### config.mk
export PLATFORM = sky130hd
export DESIGN_NAME = uart_frame_parser_flat
export DESIGN_NICKNAME = d
export VERILOG_FILES = /design/src/rtl/uart_pkg.sv /design/src/rtl/uart_frame_parser_if.sv /design/src/rtl/uart_timeout_ctr.sv /design/src/rtl/uart_frame_parser.sv /design/src/flat_wrapper.sv
export SDC_FILE = /design/constraint.sdc
export NUM_CORES = 1
export LEC_CHECK = 0
export BUFFER_PORTS_ARGS = -buffer_cell sky130_fd_sc_hd__buf_2
export CORE_ASPECT_RATIO = 0.8
export CORE_MARGIN = 5
export CORE_UTILIZATION = 46
export DETAILED_ROUTE_END_ITERATION = 8
export PLACE_DENSITY = 0.66
export SLEW_MARGIN = 10
export SYNTH_ARGS = -nofsm -noshare
export SYNTH_HDL_FRONTEND = slang
export SYNTH_HIERARCHICAL = 1
export SYNTH_SLANG_ARGS = --single-unit
### constraint.sdc
create_clock -name clk -period 6.18 [get_ports clk]
set_input_delay 0.309 -clock clk [delete_from_list [all_inputs] [get_ports clk]]
set_output_delay 0.309 -clock clk [all_outputs]
set_load 0.01 [all_outputs]
### src/rtl/uart_pkg.sv
// Shared definitions for the UART receive path: parser FSM states,
// error codes, and default frame/speed constants (also used by uart_rx).
package uart_pkg;

    typedef enum logic [2:0] {
        ST_IDLE    = 3'd0,
        ST_CMD     = 3'd1,
        ST_LEN     = 3'd2,
        ST_PAYLOAD = 3'd3,
        ST_CHECK   = 3'd4
    } parser_state_t;

    localparam logic [1:0] ERR_NONE    = 2'b00;
    localparam logic [1:0] ERR_CHK     = 2'b01;
    localparam logic [1:0] ERR_LEN     = 2'b10;
    localparam logic [1:0] ERR_TIMEOUT = 2'b11;

    localparam logic [7:0]  SYNC_BYTE_DEFAULT = 8'hA5;
    localparam logic [7:0]  SPEED_CMD_DEFAULT = 8'h01;
    localparam logic [12:0] SPEED_DEFAULT     = 13'h1869;

    // Running XOR checksum step.
    function automatic logic [7:0] checksum_step(input logic [7:0] acc, input logic [7:0] b);
        return acc ^ b;
    endfunction

endpackage

### src/rtl/uart_frame_parser_if.sv
// Byte stream in, framed command and receiver speed control out.
interface uart_frame_parser_if #(
    parameter int MAX_PAYLOAD = 4
);
    logic                       byte_valid;
    logic [7:0]                 byte_data;
    logic                       frame_valid;
    logic [7:0]                 frame_cmd;
    logic [2:0]                 frame_len;
    logic [8*MAX_PAYLOAD-1:0]   frame_payload;
    logic                       frame_error;
    logic [1:0]                 err_code;
    logic [12:0]                speed;
    logic                       set_speed;

    // Byte source / command consumer side.
    modport master (
        output byte_valid, byte_data,
        input  frame_valid, frame_cmd, frame_len, frame_payload,
        input  frame_error, err_code, speed, set_speed
    );

    // Parser side.
    modport slave (
        input  byte_valid, byte_data,
        output frame_valid, frame_cmd, frame_len, frame_payload,
        output frame_error, err_code, speed, set_speed
    );
endinterface

### src/rtl/uart_timeout_ctr.sv
// Inter-byte timeout counter: cleared by each accepted byte, counts only
// while a frame is in progress, and flags expiry when the count reaches
// TIMEOUT_CYCLES-1 unless a byte arrives in that same cycle.
module uart_timeout_ctr #(
    parameter logic [15:0] TIMEOUT_CYCLES = 16'd50000
) (
    input  logic clk,
    input  logic reset,
    input  logic i_clear,
    input  logic i_enable,
    output logic o_expire
);

    logic [15:0] r_cnt;
    logic        w_at_limit;

    assign w_at_limit = (r_cnt == (TIMEOUT_CYCLES - 16'd1));
    assign o_expire   = i_enable & ~i_clear & w_at_limit;

    // Count idle cycles inside a frame; restart on byte, idle or expiry.
    always_ff @(posedge clk or posedge reset) begin
        if (reset) begin
            r_cnt <= 16'd0;
        end else if (i_clear || !i_enable || o_expire) begin
            r_cnt <= 16'd0;
        end else begin
            r_cnt <= r_cnt + 16'd1;
        end
    end

endmodule

### src/rtl/uart_frame_parser.sv
// Frame assembler for SYNC, CMD, LEN, PAYLOAD[], CHK byte streams.
// Validates length and XOR checksum, enforces an inter-byte timeout,
// publishes good frames and reprograms the receiver speed on request.
module uart_frame_parser
    import uart_pkg::*;
#(
    parameter int          MAX_PAYLOAD    = 4,
    parameter logic [15:0] TIMEOUT_CYCLES = 16'd50000,
    parameter logic [7:0]  SYNC_BYTE      = SYNC_BYTE_DEFAULT,
    parameter logic [7:0]  SPEED_CMD      = SPEED_CMD_DEFAULT,
    parameter logic [12:0] SPEED_DEF      = SPEED_DEFAULT
) (
    input  logic                 clk,
    input  logic                 reset,
    uart_frame_parser_if.slave   bus
);

    localparam logic [7:0] MAX_LEN_B = 8'(MAX_PAYLOAD);
    localparam int         PW        = 8 * MAX_PAYLOAD;

    parser_state_t   r_state;
    logic            r_bv_prev;
    logic [7:0]      r_cmd;
    logic [2:0]      r_len;
    logic [2:0]      r_idx;
    logic [7:0]      r_chk;
    logic [PW-1:0]   r_shadow;

    logic            r_frame_valid;
    logic            r_frame_error;
    logic [1:0]      r_err_code;
    logic [7:0]      r_frame_cmd;
    logic [2:0]      r_frame_len;
    logic [PW-1:0]   r_frame_payload;
    logic [12:0]     r_speed;
    logic            r_set_speed;

    logic            w_accept;
    logic            w_expire;
    logic            w_busy;
    logic [12:0]     w_speed_val;
    logic            w_speed_ok;

    // A held strobe yields one byte: only its rising edge is accepted.
    assign w_accept = bus.byte_valid & ~r_bv_prev;
    assign w_busy   = (r_state != ST_IDLE);

    // Speed value is only meaningful when a two-byte payload fits.
    generate
        if (MAX_PAYLOAD >= 2) begin : g_speed
            assign w_speed_val = {r_shadow[12:8], r_shadow[7:0]};
            assign w_speed_ok  = 1'b1;
        end else begin : g_nospeed
            assign w_speed_val = 13'd0;
            assign w_speed_ok  = 1'b0;
        end
    endgenerate

    uart_timeout_ctr #(
        .TIMEOUT_CYCLES (TIMEOUT_CYCLES)
    ) u_timeout (
        .clk      (clk),
        .reset    (reset),
        .i_clear  (w_accept),
        .i_enable (w_busy),
        .o_expire (w_expire)
    );

    // Remember the previous strobe level for edge detection.
    always_ff @(posedge clk or posedge reset) begin
        if (reset) begin
            r_bv_prev <= 1'b0;
        end else begin
            r_bv_prev <= bus.byte_valid;
        end
    end

    // Frame FSM with registered result/pulse outputs.
    always_ff @(posedge clk or posedge reset) begin
        if (reset) begin
            r_state         <= ST_IDLE;
            r_cmd           <= 8'd0;
            r_len           <= 3'd0;
            r_idx           <= 3'd0;
            r_chk           <= 8'd0;
            r_shadow        <= '0;
            r_frame_valid   <= 1'b0;
            r_frame_error   <= 1'b0;
            r_err_code      <= ERR_NONE;
            r_frame_cmd     <= 8'd0;
            r_frame_len     <= 3'd0;
            r_frame_payload <= '0;
            r_speed         <= SPEED_DEF;
            r_set_speed     <= 1'b0;
        end else begin
            r_frame_valid <= 1'b0;
            r_frame_error <= 1'b0;
            r_set_speed   <= 1'b0;
            if (w_expire) begin
                r_frame_error <= 1'b1;
                r_err_code    <= ERR_TIMEOUT;
                r_state       <= ST_IDLE;
            end else if (w_accept) begin
                case (r_state)
                    ST_IDLE: begin
                        if (bus.byte_data == SYNC_BYTE) begin
                            r_state <= ST_CMD;
                        end else begin
                            r_state <= ST_IDLE;
                        end
                    end
                    ST_CMD: begin
                        r_cmd   <= bus.byte_data;
                        r_chk   <= bus.byte_data;
                        r_state <= ST_LEN;
                    end
                    ST_LEN: begin
                        if (bus.byte_data > MAX_LEN_B) begin
                            r_frame_error <= 1'b1;
                            r_err_code    <= ERR_LEN;
                            r_state       <= ST_IDLE;
                        end else begin
                            r_len    <= bus.byte_data[2:0];
                            r_chk    <= checksum_step(r_chk, bus.byte_data);
                            r_shadow <= '0;
                            r_idx    <= 3'd0;
                            if (bus.byte_data == 8'd0) begin
                                r_state <= ST_CHECK;
                            end else begin
                                r_state <= ST_PAYLOAD;
                            end
                        end
                    end
                    ST_PAYLOAD: begin
                        r_shadow[{r_idx, 3'b000} +: 8] <= bus.byte_data;
                        r_chk <= checksum_step(r_chk, bus.byte_data);
                        r_idx <= r_idx + 3'd1;
                        if (r_idx == (r_len - 3'd1)) begin
                            r_state <= ST_CHECK;
                        end else begin
                            r_state <= ST_PAYLOAD;
                        end
                    end
                    ST_CHECK: begin
                        if (bus.byte_data == r_chk) begin
                            r_frame_valid   <= 1'b1;
                            r_frame_cmd     <= r_cmd;
                            r_frame_len     <= r_len;
                            r_frame_payload <= r_shadow;
                            if (w_speed_ok && (r_cmd == SPEED_CMD) && (r_len == 3'd2)) begin
                                r_speed     <= w_speed_val;
                                r_set_speed <= 1'b1;
                            end else begin
                                r_speed     <= r_speed;
                            end
                        end else begin
                            r_frame_error <= 1'b1;
                            r_err_code    <= ERR_CHK;
                        end
                        r_state <= ST_IDLE;
                    end
                    default: begin
                        r_state <= ST_IDLE;
                    end
                endcase
            end else begin
                r_state <= r_state;
            end
        end
    end

    assign bus.frame_valid   = r_frame_valid;
    assign bus.frame_error   = r_frame_error;
    assign bus.err_code      = r_err_code;
    assign bus.frame_cmd     = r_frame_cmd;
    assign bus.frame_len     = r_frame_len;
    assign bus.frame_payload = r_frame_payload;
    assign bus.speed         = r_speed;
    assign bus.set_speed     = r_set_speed;

endmodule
### src/flat_wrapper.sv
// flat-port wrapper written by rule: the top's interface ports become plain ports
module uart_frame_parser_flat import uart_pkg::*;
#(
    parameter int          MAX_PAYLOAD    = 4,
    parameter logic [15:0] TIMEOUT_CYCLES = 16'd50000,
    parameter logic [7:0]  SYNC_BYTE      = SYNC_BYTE_DEFAULT,
    parameter logic [7:0]  SPEED_CMD      = SPEED_CMD_DEFAULT,
    parameter logic [12:0] SPEED_DEF      = SPEED_DEFAULT
)
  (clk, reset, bus_byte_valid, bus_byte_data, bus_frame_valid, bus_frame_cmd, bus_frame_len, bus_frame_payload, bus_frame_error, bus_err_code, bus_speed, bus_set_speed);
  uart_frame_parser_if #(.MAX_PAYLOAD(MAX_PAYLOAD)) bus_i ();
  input  logic clk;
  input  logic reset;
  input wire logic [$bits(bus_i.byte_valid)-1:0] bus_byte_valid;
  input wire logic [$bits(bus_i.byte_data)-1:0] bus_byte_data;
  output wire logic [$bits(bus_i.frame_valid)-1:0] bus_frame_valid;
  output wire logic [$bits(bus_i.frame_cmd)-1:0] bus_frame_cmd;
  output wire logic [$bits(bus_i.frame_len)-1:0] bus_frame_len;
  output wire logic [$bits(bus_i.frame_payload)-1:0] bus_frame_payload;
  output wire logic [$bits(bus_i.frame_error)-1:0] bus_frame_error;
  output wire logic [$bits(bus_i.err_code)-1:0] bus_err_code;
  output wire logic [$bits(bus_i.speed)-1:0] bus_speed;
  output wire logic [$bits(bus_i.set_speed)-1:0] bus_set_speed;
  assign bus_i.byte_valid = bus_byte_valid;
  assign bus_i.byte_data = bus_byte_data;
  assign bus_frame_valid = bus_i.frame_valid;
  assign bus_frame_cmd = bus_i.frame_cmd;
  assign bus_frame_len = bus_i.frame_len;
  assign bus_frame_payload = bus_i.frame_payload;
  assign bus_frame_error = bus_i.frame_error;
  assign bus_err_code = bus_i.err_code;
  assign bus_speed = bus_i.speed;
  assign bus_set_speed = bus_i.set_speed;
  uart_frame_parser #(.MAX_PAYLOAD(MAX_PAYLOAD), .TIMEOUT_CYCLES(TIMEOUT_CYCLES), .SYNC_BYTE(SYNC_BYTE), .SPEED_CMD(SPEED_CMD), .SPEED_DEF(SPEED_DEF)) u_core (.clk(clk), .reset(reset), .bus(bus_i));
endmodule
After elaboration in Yosys (flattened, before gate mapping)

Index checks and enable logic that the tools add are counted.
W data, S select, Z words.

Register bits after elaboration: 135
Latch bits: 0
RAM bits: 0
Memory bits (read-only): 0
Bits of input ports: 11
Output and inout port bits: 61
Word-level logic and storage cells: 96
Memories: 0

Add/sub/neg operators: 4
$mul: 0
Div/mod/pow operators: 0
Order comparisons: 1
Eq/ne operators: 13
Shift operators: 2
Mux-type cells: 34
Bitwise logic cells: 8
Reductions and logical operators: 18

Operators with widths:

| kind                     | number |
|---|---|
| $pmux W32 S2             | 1 |
| $bwmux W32               | 1 |
| $mux W32                 | 1 |
| $shift A8 B8 Y32 const A | 1 |
| $shiftx A8 B8 Y32        | 1 |
| $pmux W8 S3              | 1 |
| $reduce_and A4 Y1        | 5 |
| $mux W3                  | 6 |
| $add A16 B1 Y16 const B  | 1 |
| $eq A16 B16 Y1 const B   | 1 |
| $mux W16                 | 1 |
| $mux W1                  | 14 |
| $pmux W3 S4              | 1 |
| $eq A3 B2 Y1 const B     | 3 |
| $reduce_bool A3 Y1       | 3 |
| $eq A8 B1 Y1 const B     | 1 |
| $eq A8 B8 Y1             | 1 |
| $eq A8 B8 Y1 const B     | 1 |
| $gt A8 B3 Y1 const B     | 1 |
| $logic_not A8 Y1         | 1 |
| $mux W2                  | 4 |
| $mux W8                  | 1 |
| $neg A6 Y8               | 1 |
| $xor A8 B8 Y8            | 1 |
| 20 further kinds         | 27 |

Longest topological paths before layout

Depth in word-level cells: 7
Gate-level depth with buffers: 10
Mapped depth without buffers: 8

Cells and area by module

Netlist, hierarchy kept.

Modules (own cells, without submodules):

| module            | instances | cells an instance | area an instance (sq um) | sequential area each (sq um) |
|---|---|---|---|---|
| uart_frame_parser | 1         | 399               | 5,288.8                  | 2,985.4 |
| uart_timeout_ctr  | 1         | 81                | 872.1                    | 400.4 |

Worst setup path after synthesis

OpenSTA, ideal clock, no wires.

Kind: register to register
Start point: register u_core.r_state[2]
End point: register u_core.r_shadow[22]
Setup time: 66 ps
Arrival time: 2,814 ps
Required time: 6,114 ps
Path slack: 3,300 ps
Stages on the path, launching flop included: 9
Buffers on the path: 2
Clock period less this slack: 2,880 ps
Cell sequence: dfrtp_1 buf_1 or3_1 nor3b_1 clkbuf_1 nor4b_2 nand3_1 a2111oi_4 a22o_2

Longest elaborated chain between the ends: 5
Elaborated cells on any way between the ends: 10
Those cells by class: eq/ne: 3; mux: 1; bitwise: 3; reduce/logical: 3

Ends and longest elaborated chain:

| what                          | RTL line                 | source |
|---|---|---|
| start, declared               | uart_frame_parser.sv:21  | `parser_state_t r_state;` |
| start signal, assigned        | uart_frame_parser.sv:167 | `r_state <= r_state;` |
| $reduce_bool A3 Y1            | uart_frame_parser.sv:46  | `assign w_busy = (r_state != ST_IDLE);` |
| via u_core.w_busy             | uart_frame_parser.sv:40  | `logic w_busy;` |
| $and A1 B1 Y1 (2 in series)   | uart_timeout_ctr.sv:18   | `assign o_expire = i_enable & ~i_clear & w_at_limit;` |
| via u_core.w_expire           | uart_frame_parser.sv:39  | `logic w_expire;` |
| $not A1 Y1 (no line)          | -                        |  |
| $reduce_and A4 Y1 (no line)   | -                        |  |
| end signal, assigned by index | uart_frame_parser.sv:135 | `r_shadow[{r_idx, 3'b000} +: 8] <= bus.byte_data;` |
| end, declared                 | uart_frame_parser.sv:27  | `logic [PW-1:0] r_shadow;` |

The timed path passes the listed nets, and every way through them passes these cells.
A chain may end at the register's enable or synchronous reset.

Worst setup path after layout

Start point: register u_core.r_state[0]
End point: register u_core.r_frame_payload[0] (netlist: u_core/bus.frame_payload[0])

Longest elaborated chain between the ends: 5
Elaborated cells on any way between the ends: 6
Those cells by class: eq/ne: 1; bitwise: 3; reduce/logical: 2

Ends and longest elaborated chain:

| what                        | RTL line                 | source |
|---|---|---|
| $reduce_bool A3 Y1          | uart_frame_parser.sv:46  |  |
| via u_core.w_busy           | uart_frame_parser.sv:40  |  |
| $and A1 B1 Y1 (2 in series) | uart_timeout_ctr.sv:18   |  |
| via u_core.w_expire         | uart_frame_parser.sv:39  |  |
| $not A1 Y1 (no line)        | -                        |  |
| $reduce_and A4 Y1 (no line) | -                        |  |
| end signal, assigned        | uart_frame_parser.sv:149 | `r_frame_payload <= r_shadow;` |
| end, declared               | uart_frame_parser.sv:34  | `logic [PW-1:0] r_frame_payload;` |

The timed path passes the listed nets, and every way through them passes these cells.

==> impl_results.html <==
<table>
<tr><th>Metric</th><th>Value</th></tr>
<tr><th colspan="2">Route</th></tr>
<tr><td>Routed vias/inst</td><td>5.558</td></tr>
<tr><td>Antenna Nets Post-Route</td><td>0</td></tr>
<tr><td>Number of remaining DRC errors</td><td>0</td></tr>
<tr><td>Via count</td><td>4091</td></tr>
<tr><td>Final wirelength</td><td>13.35 mm</td></tr>
<tr><td>Drt first pass iters</td><td>5</td></tr>
<tr><td>Routed length per placed instance</td><td>18.13 µm</td></tr>
<tr><td>Initial DRC count</td><td>305</td></tr>
<tr><th colspan="2">Logic synthesis</th></tr>
<tr><td>Most frequently used cell type in the post-synthesis netlist</td><td>sky130_fd_sc_hd__dfrtp_1</td></tr>
<tr><td>Fraction of synthesis flops using an asynchronous set or reset pin</td><td>100.0%</td></tr>
<tr><td>Ys flop type</td><td>sky130_fd_sc_hd__dfrtp_1</td></tr>
<tr><td>Part of the Yosys area used for sequential elements</td><td>54.96%</td></tr>
<tr><td>YS warnings</td><td>6</td></tr>
<tr><td>Instance count of the mapped netlist</td><td>480</td></tr>
<tr><td>Synthesized net count</td><td>500</td></tr>
<tr><td>Number of enable flip-flop cells after synthesis</td><td>0</td></tr>
<tr><td>Most frequent cells after synthesis</td><td>sky130_fd_sc_hd__dfrtp_1 (129), sky130_fd_sc_hd__mux2_2 (57), sky130_fd_sc_hd__nor2_1 (30)</td></tr>
<tr><td>Synth Register Bits</td><td>135</td></tr>
<tr><td>Mean instance size in the synthesized netlist</td><td>12.84 µm²</td></tr>
<tr><td>Post-synthesis instance area</td><td>6161 µm²</td></tr>
<tr><td>Area share of the largest cell type after synthesis</td><td>52.40%</td></tr>
<tr><td>Biggest area contributors in the synthesized netlist</td><td>sky130_fd_sc_hd__dfrtp_1 (52%), sky130_fd_sc_hd__mux2_2 (10%), sky130_fd_sc_hd__a22o_1 (4.0%)</td></tr>
<tr><td>Cell accounting for the most synthesized area</td><td>sky130_fd_sc_hd__dfrtp_1</td></tr>
<tr><td>Cell variety after synth</td><td>65</td></tr>
<tr><th colspan="2">Critical path</th></tr>
<tr><td>Critical R2R Capture</td><td>u_core/bus.frame_payload[0]$_DFFE_PP0P_</td></tr>
<tr><td>Worst endpoint data arrival time</td><td>3.94 ns</td></tr>
<tr><td>Classification of the worst setup path</td><td>reg2reg</td></tr>
<tr><td>Highest cell delay on the worst timing path</td><td>0.65 ns</td></tr>
<tr><td>Critical path's slowest cell</td><td>sky130_fd_sc_hd__nor3_4</td></tr>
<tr><td>Critical path's most frequent cell</td><td>sky130_fd_sc_hd__buf_4</td></tr>
<tr><td>Setup slack of the worst register-to-register path</td><td>2.53 ns</td></tr>
<tr><td>Element type at the critical path end</td><td>register</td></tr>
<tr><td>Launching element type of the critical path</td><td>register</td></tr>
<tr><td>Data required time at the worst endpoint</td><td>6.47 ns</td></tr>
<tr><td>Sequence of cells on the critical path</td><td>or3_1 -&gt; nor3b_1 -&gt; buf_4 -&gt; nor4b_1 -&gt; nand2_1 -&gt; nor3_4 -&gt; buf_4 -&gt; mux2_2</td></tr>
<tr><td>Number of cell instances on the worst register-to-register path</td><td>8</td></tr>
<tr><td>Worst path bufs/invs</td><td>2</td></tr>
<tr><td>Total stage count of the critical path</td><td>8</td></tr>
<tr><td>Worst Path Max Fanout</td><td>26</td></tr>
<tr><td>Launching point of the worst reg2reg path</td><td>u_core/r_state[0]$_DFFE_PP0N_</td></tr>
<tr><td>Dominant delay contributor by cell family on the critical path</td><td>simple AND/OR/NAND/NOR gates</td></tr>
<tr><td>Launching element of the worst setup path</td><td>u_core/r_state[0]$_DFFE_PP0N_</td></tr>
<tr><th colspan="2">Clock network</th></tr>
<tr><td>Number of buffers inserted during clock tree synthesis</td><td>17</td></tr>
<tr><td>Post-cts gate resize count</td><td>0</td></tr>
<tr><td>CTS clock-pin slew for the worst setup and hold paths</td><td>0.06 ns</td></tr>
<tr><td>CTS tree</td><td>done</td></tr>
<tr><td>Clock latency on the worst-skew pair</td><td>0.42 ns</td></tr>
<tr><td>Buffer depth of the longest clock path</td><td>2</td></tr>
<tr><td>Hold_buf cts</td><td>0</td></tr>
<tr><td>Clock Root Buffer</td><td>sky130_fd_sc_hd__clkbuf_16</td></tr>
<tr><td>Number of H-tree levels</td><td>4</td></tr>
<tr><td>Post-CTS Setup Repair Bufs</td><td>0</td></tr>
<tr><td>Clk sink count</td><td>135</td></tr>
<tr><th colspan="2">Timing</th></tr>
<tr><td>Final worst-path cycle share</td><td>59.12%</td></tr>
<tr><td>Maximum clock frequency</td><td>0.2737 GHz</td></tr>
<tr><td>Fin worst setup slack</td><td>2.526 ns</td></tr>
<tr><td>Final max-slew violation count</td><td>0</td></tr>
<tr><td>Finish-stage setup viols</td><td>0</td></tr>
<tr><td>Slew at the pin closest to its max-slew limit</td><td>0.8561 ns</td></tr>
<tr><td>Final period demand of the worst path</td><td>3.654 ns</td></tr>
<tr><td>Remaining max-slew budget at the tightest pin</td><td>42.78%</td></tr>
<tr><td>Setup total negative slack</td><td>0 ns</td></tr>
<tr><td>Setup skew after layout</td><td>0.02163 ns</td></tr>
<tr><td>Unrepaired setup endpoints after global routing</td><td>no</td></tr>
<tr><td>Number of hold violations in the final report</td><td>0</td></tr>
<tr><th colspan="2">Final layout</th></tr>
<tr><td>Number of fill cells</td><td>1095</td></tr>
<tr><td>Total area of multi-input combinational cells</td><td>2584 µm²</td></tr>
<tr><td>Reg area</td><td>3386 µm²</td></tr>
<tr><td>Antenna cells</td><td>0</td></tr>
<tr><td>Nets@finish</td><td>568</td></tr>
<tr><td>Final standard cell area without fillers</td><td>7256 µm²</td></tr>
<tr><td>Fraction of final layout cells sized beyond drive strength 1</td><td>36.36%</td></tr>
<tr><td>Syn-to-layout area delta</td><td>17.77%</td></tr>
<tr><th colspan="2">Global routing</th></tr>
<tr><td>Pin count of the biggest net entering global routing</td><td>67</td></tr>
<tr><td>Number of antenna violations at the first check in global routing</td><td>0</td></tr>
<tr><td>Number of global-route vias before repair</td><td>4076</td></tr>
<tr><td>Remaining global-route overflow</td><td>0</td></tr>
<tr><td>First-pass GRT wire length</td><td>21.92 mm</td></tr>
<tr><td>Overall global routing resource usage</td><td>17.42%</td></tr>
<tr><th colspan="2">Floorplanning</th></tr>
<tr><td>Site row count</td><td>37</td></tr>
<tr><td>Horizontal die dimension</td><td>139.4 µm</td></tr>
<tr><td>Standard cell core area</td><td>13010 µm²</td></tr>
<tr><td>Starting density of the core</td><td>47.36%</td></tr>
<tr><td>Number of primary I/O pins</td><td>72</td></tr>
<tr><td>Die footprint</td><td>15820 µm²</td></tr>
<tr><td>Die height</td><td>113.5 µm</td></tr>
<tr><th colspan="2">Place</th></tr>
<tr><td>Post-place setup slack</td><td>2.498 ns</td></tr>
<tr><td>Weighted congestion at the end of routability-driven global placement</td><td>0.8488</td></tr>
<tr><td>Count of buffers inserted at the top-level ports</td><td>71</td></tr>
<tr><td>Total half-perimeter wirelength after legalization and detailed placement</td><td>9.021 mm</td></tr>
<tr><td>Placed Instance Area</td><td>6629 µm²</td></tr>
<tr><th colspan="2">Worst hold path</th></tr>
<tr><td>Type of the worst min-delay path</td><td>in2async</td></tr>
<tr><th colspan="2">Outcome</th></tr>
<tr><td>Outcome</td><td>complete, no violations</td></tr>
<tr><th colspan="2">Power</th></tr>
<tr><td>Clock Power Share</td><td>43.5%</td></tr>
<tr><td>Power dissipated by switching net loads</td><td>668.3 µW</td></tr>
<tr><td>P_int</td><td>1789 µW</td></tr>
<tr><td>Sequential share of power</td><td>43.3%</td></tr>
<tr><td>Worst IR Drop VDD</td><td>227.2 µV</td></tr>
<tr><td>Logic gate share of total power</td><td>13.1%</td></tr>
<tr><td>Static Leakage</td><td>0.003522 µW</td></tr>
<tr><td>Switching Fraction</td><td>27.20%</td></tr>
<tr><td>Cell Pwr Density</td><td>338.7 nW/µm²</td></tr>
<tr><th colspan="2">Run</th></tr>
<tr><td>Count of maximum capacitance violations</td><td>0</td></tr>
</table>
## worst max-delay path by stage
| stage | end | slack, ns |
|---|---|---|
| floorplan | u_core/bus.err_code[0]$_DFFE_PP0P_ | 2.72 |
| global placement | u_core/bus.frame_payload[2]$_DFFE_PP0P_ | 2.61 |
| detailed placement | u_core/bus.frame_payload[11]$_DFFE_PP0P_ | 2.50 |
| CTS | u_core/bus.frame_payload[0]$_DFFE_PP0P_ | 2.49 |
| global route | u_core/bus.frame_payload[0]$_DFFE_PP0P_ | 2.24 |
| finish | u_core/bus.frame_payload[0]$_DFFE_PP0P_ | 2.53 |
## layer usage
| metal | vias to the layer above | track usage, % | part of all wire (%) |
|---|---|---|---|
| met2 | 120 | 26.18 | 45 |
| met5 | - | 0 | 0 |
| met1 | 2076 | 25.31 | 48 |
| li1 | 1891 | - | - |
| met4 | 0 | 4.302 | 0.46 |
| met3 | 4 | 4.652 | 5.7 |
## power by group through the flow
stage	Clock [µW]	Sequential (µW)	Combinational (µW)
global placement	0	1070	308
detailed placement	0	1080	317
finish	1070	1060	323
global route	1130	1080	362
floorplan	0	1050	259
CTS	1090	1060	322
## kinds of logic (layout without fill, tap and decap cells)
family	count (synthesis)	after routing	share of synthesized area, %
DFF	135	135	54.96
and+or+nand+nor	132	132	13.63
AOI/OAI and AO/OA	66	66	8.835
xor gates and xnor gates	26	26	4.041
muxes	71	71	13.51
buffers and inverters	41	122	3.209
adders and majority gates	9	9	1.828
## state kept, by name, summed over array words and instances, names as in the netlist, 2 cells and up
signal	count
u_core/bus.err_code	2
u_core/bus.frame_cmd	8
u_core/bus.frame_len	3
u_core/bus.frame_payload	32
u_core/bus.speed	13
u_core/r_chk	8
u_core/r_cmd	8
u_core/r_idx	3
u_core/r_len	3
u_core/r_shadow	32
u_core/r_state	3
u_core/u_timeout/r_cnt	16
## layout make-up
type / instances / share of cell area [%]
Multi-Input combinational cell: 304 / 35.61
Sequential cell: 135 / 46.66
Inverter: 16 / 0.8622
Timing Repair Buffer: 74 / 5.208
Tap cell: 175 / 3.018
Clock buffer: 18 / 5.915
Clock inverter: 14 / 2.725
## placed cells by master, fill, tap and decap left out, types with 5 or more instances in the layout
cell type,netlist,final
sky130_fd_sc_hd__nand3b_1,5,5
sky130_fd_sc_hd__inv_1,16,15
sky130_fd_sc_hd__a21oi_1,7,7
sky130_fd_sc_hd__mux2_4,10,10
sky130_fd_sc_hd__nand2b_1,8,8
sky130_fd_sc_hd__nand4_1,5,5
sky130_fd_sc_hd__buf_2,4,71
sky130_fd_sc_hd__xnor2_1,18,18
sky130_fd_sc_hd__mux2_2,57,57
sky130_fd_sc_hd__ha_1,9,9
sky130_fd_sc_hd__clkbuf_16,0,17
sky130_fd_sc_hd__dfstp_2,6,6
sky130_fd_sc_hd__nand3_1,11,11
sky130_fd_sc_hd__a22o_1,28,28
sky130_fd_sc_hd__nand2_1,18,18
sky130_fd_sc_hd__nor4b_1,5,5
sky130_fd_sc_hd__nor2_1,30,30
sky130_fd_sc_hd__o221ai_1,5,5
sky130_fd_sc_hd__dfrtp_1,129,129
sky130_fd_sc_hd__xor2_1,6,6
sky130_fd_sc_hd__nor3_1,9,9
## through the flow
step	power, µW	hold WS [ns]	cells	util (%)
finish	2457	0.01492	736	55.78
global route	2570	0.02514	736	55.78
CTS	2477	0.006217	736	55.78
detailed placement	1395	0.4498	704	50.96
global placement	1381	0.4422	704	50.96
floorplan	1307	0.2227	480	-
(Power assumes the default switching activity.)
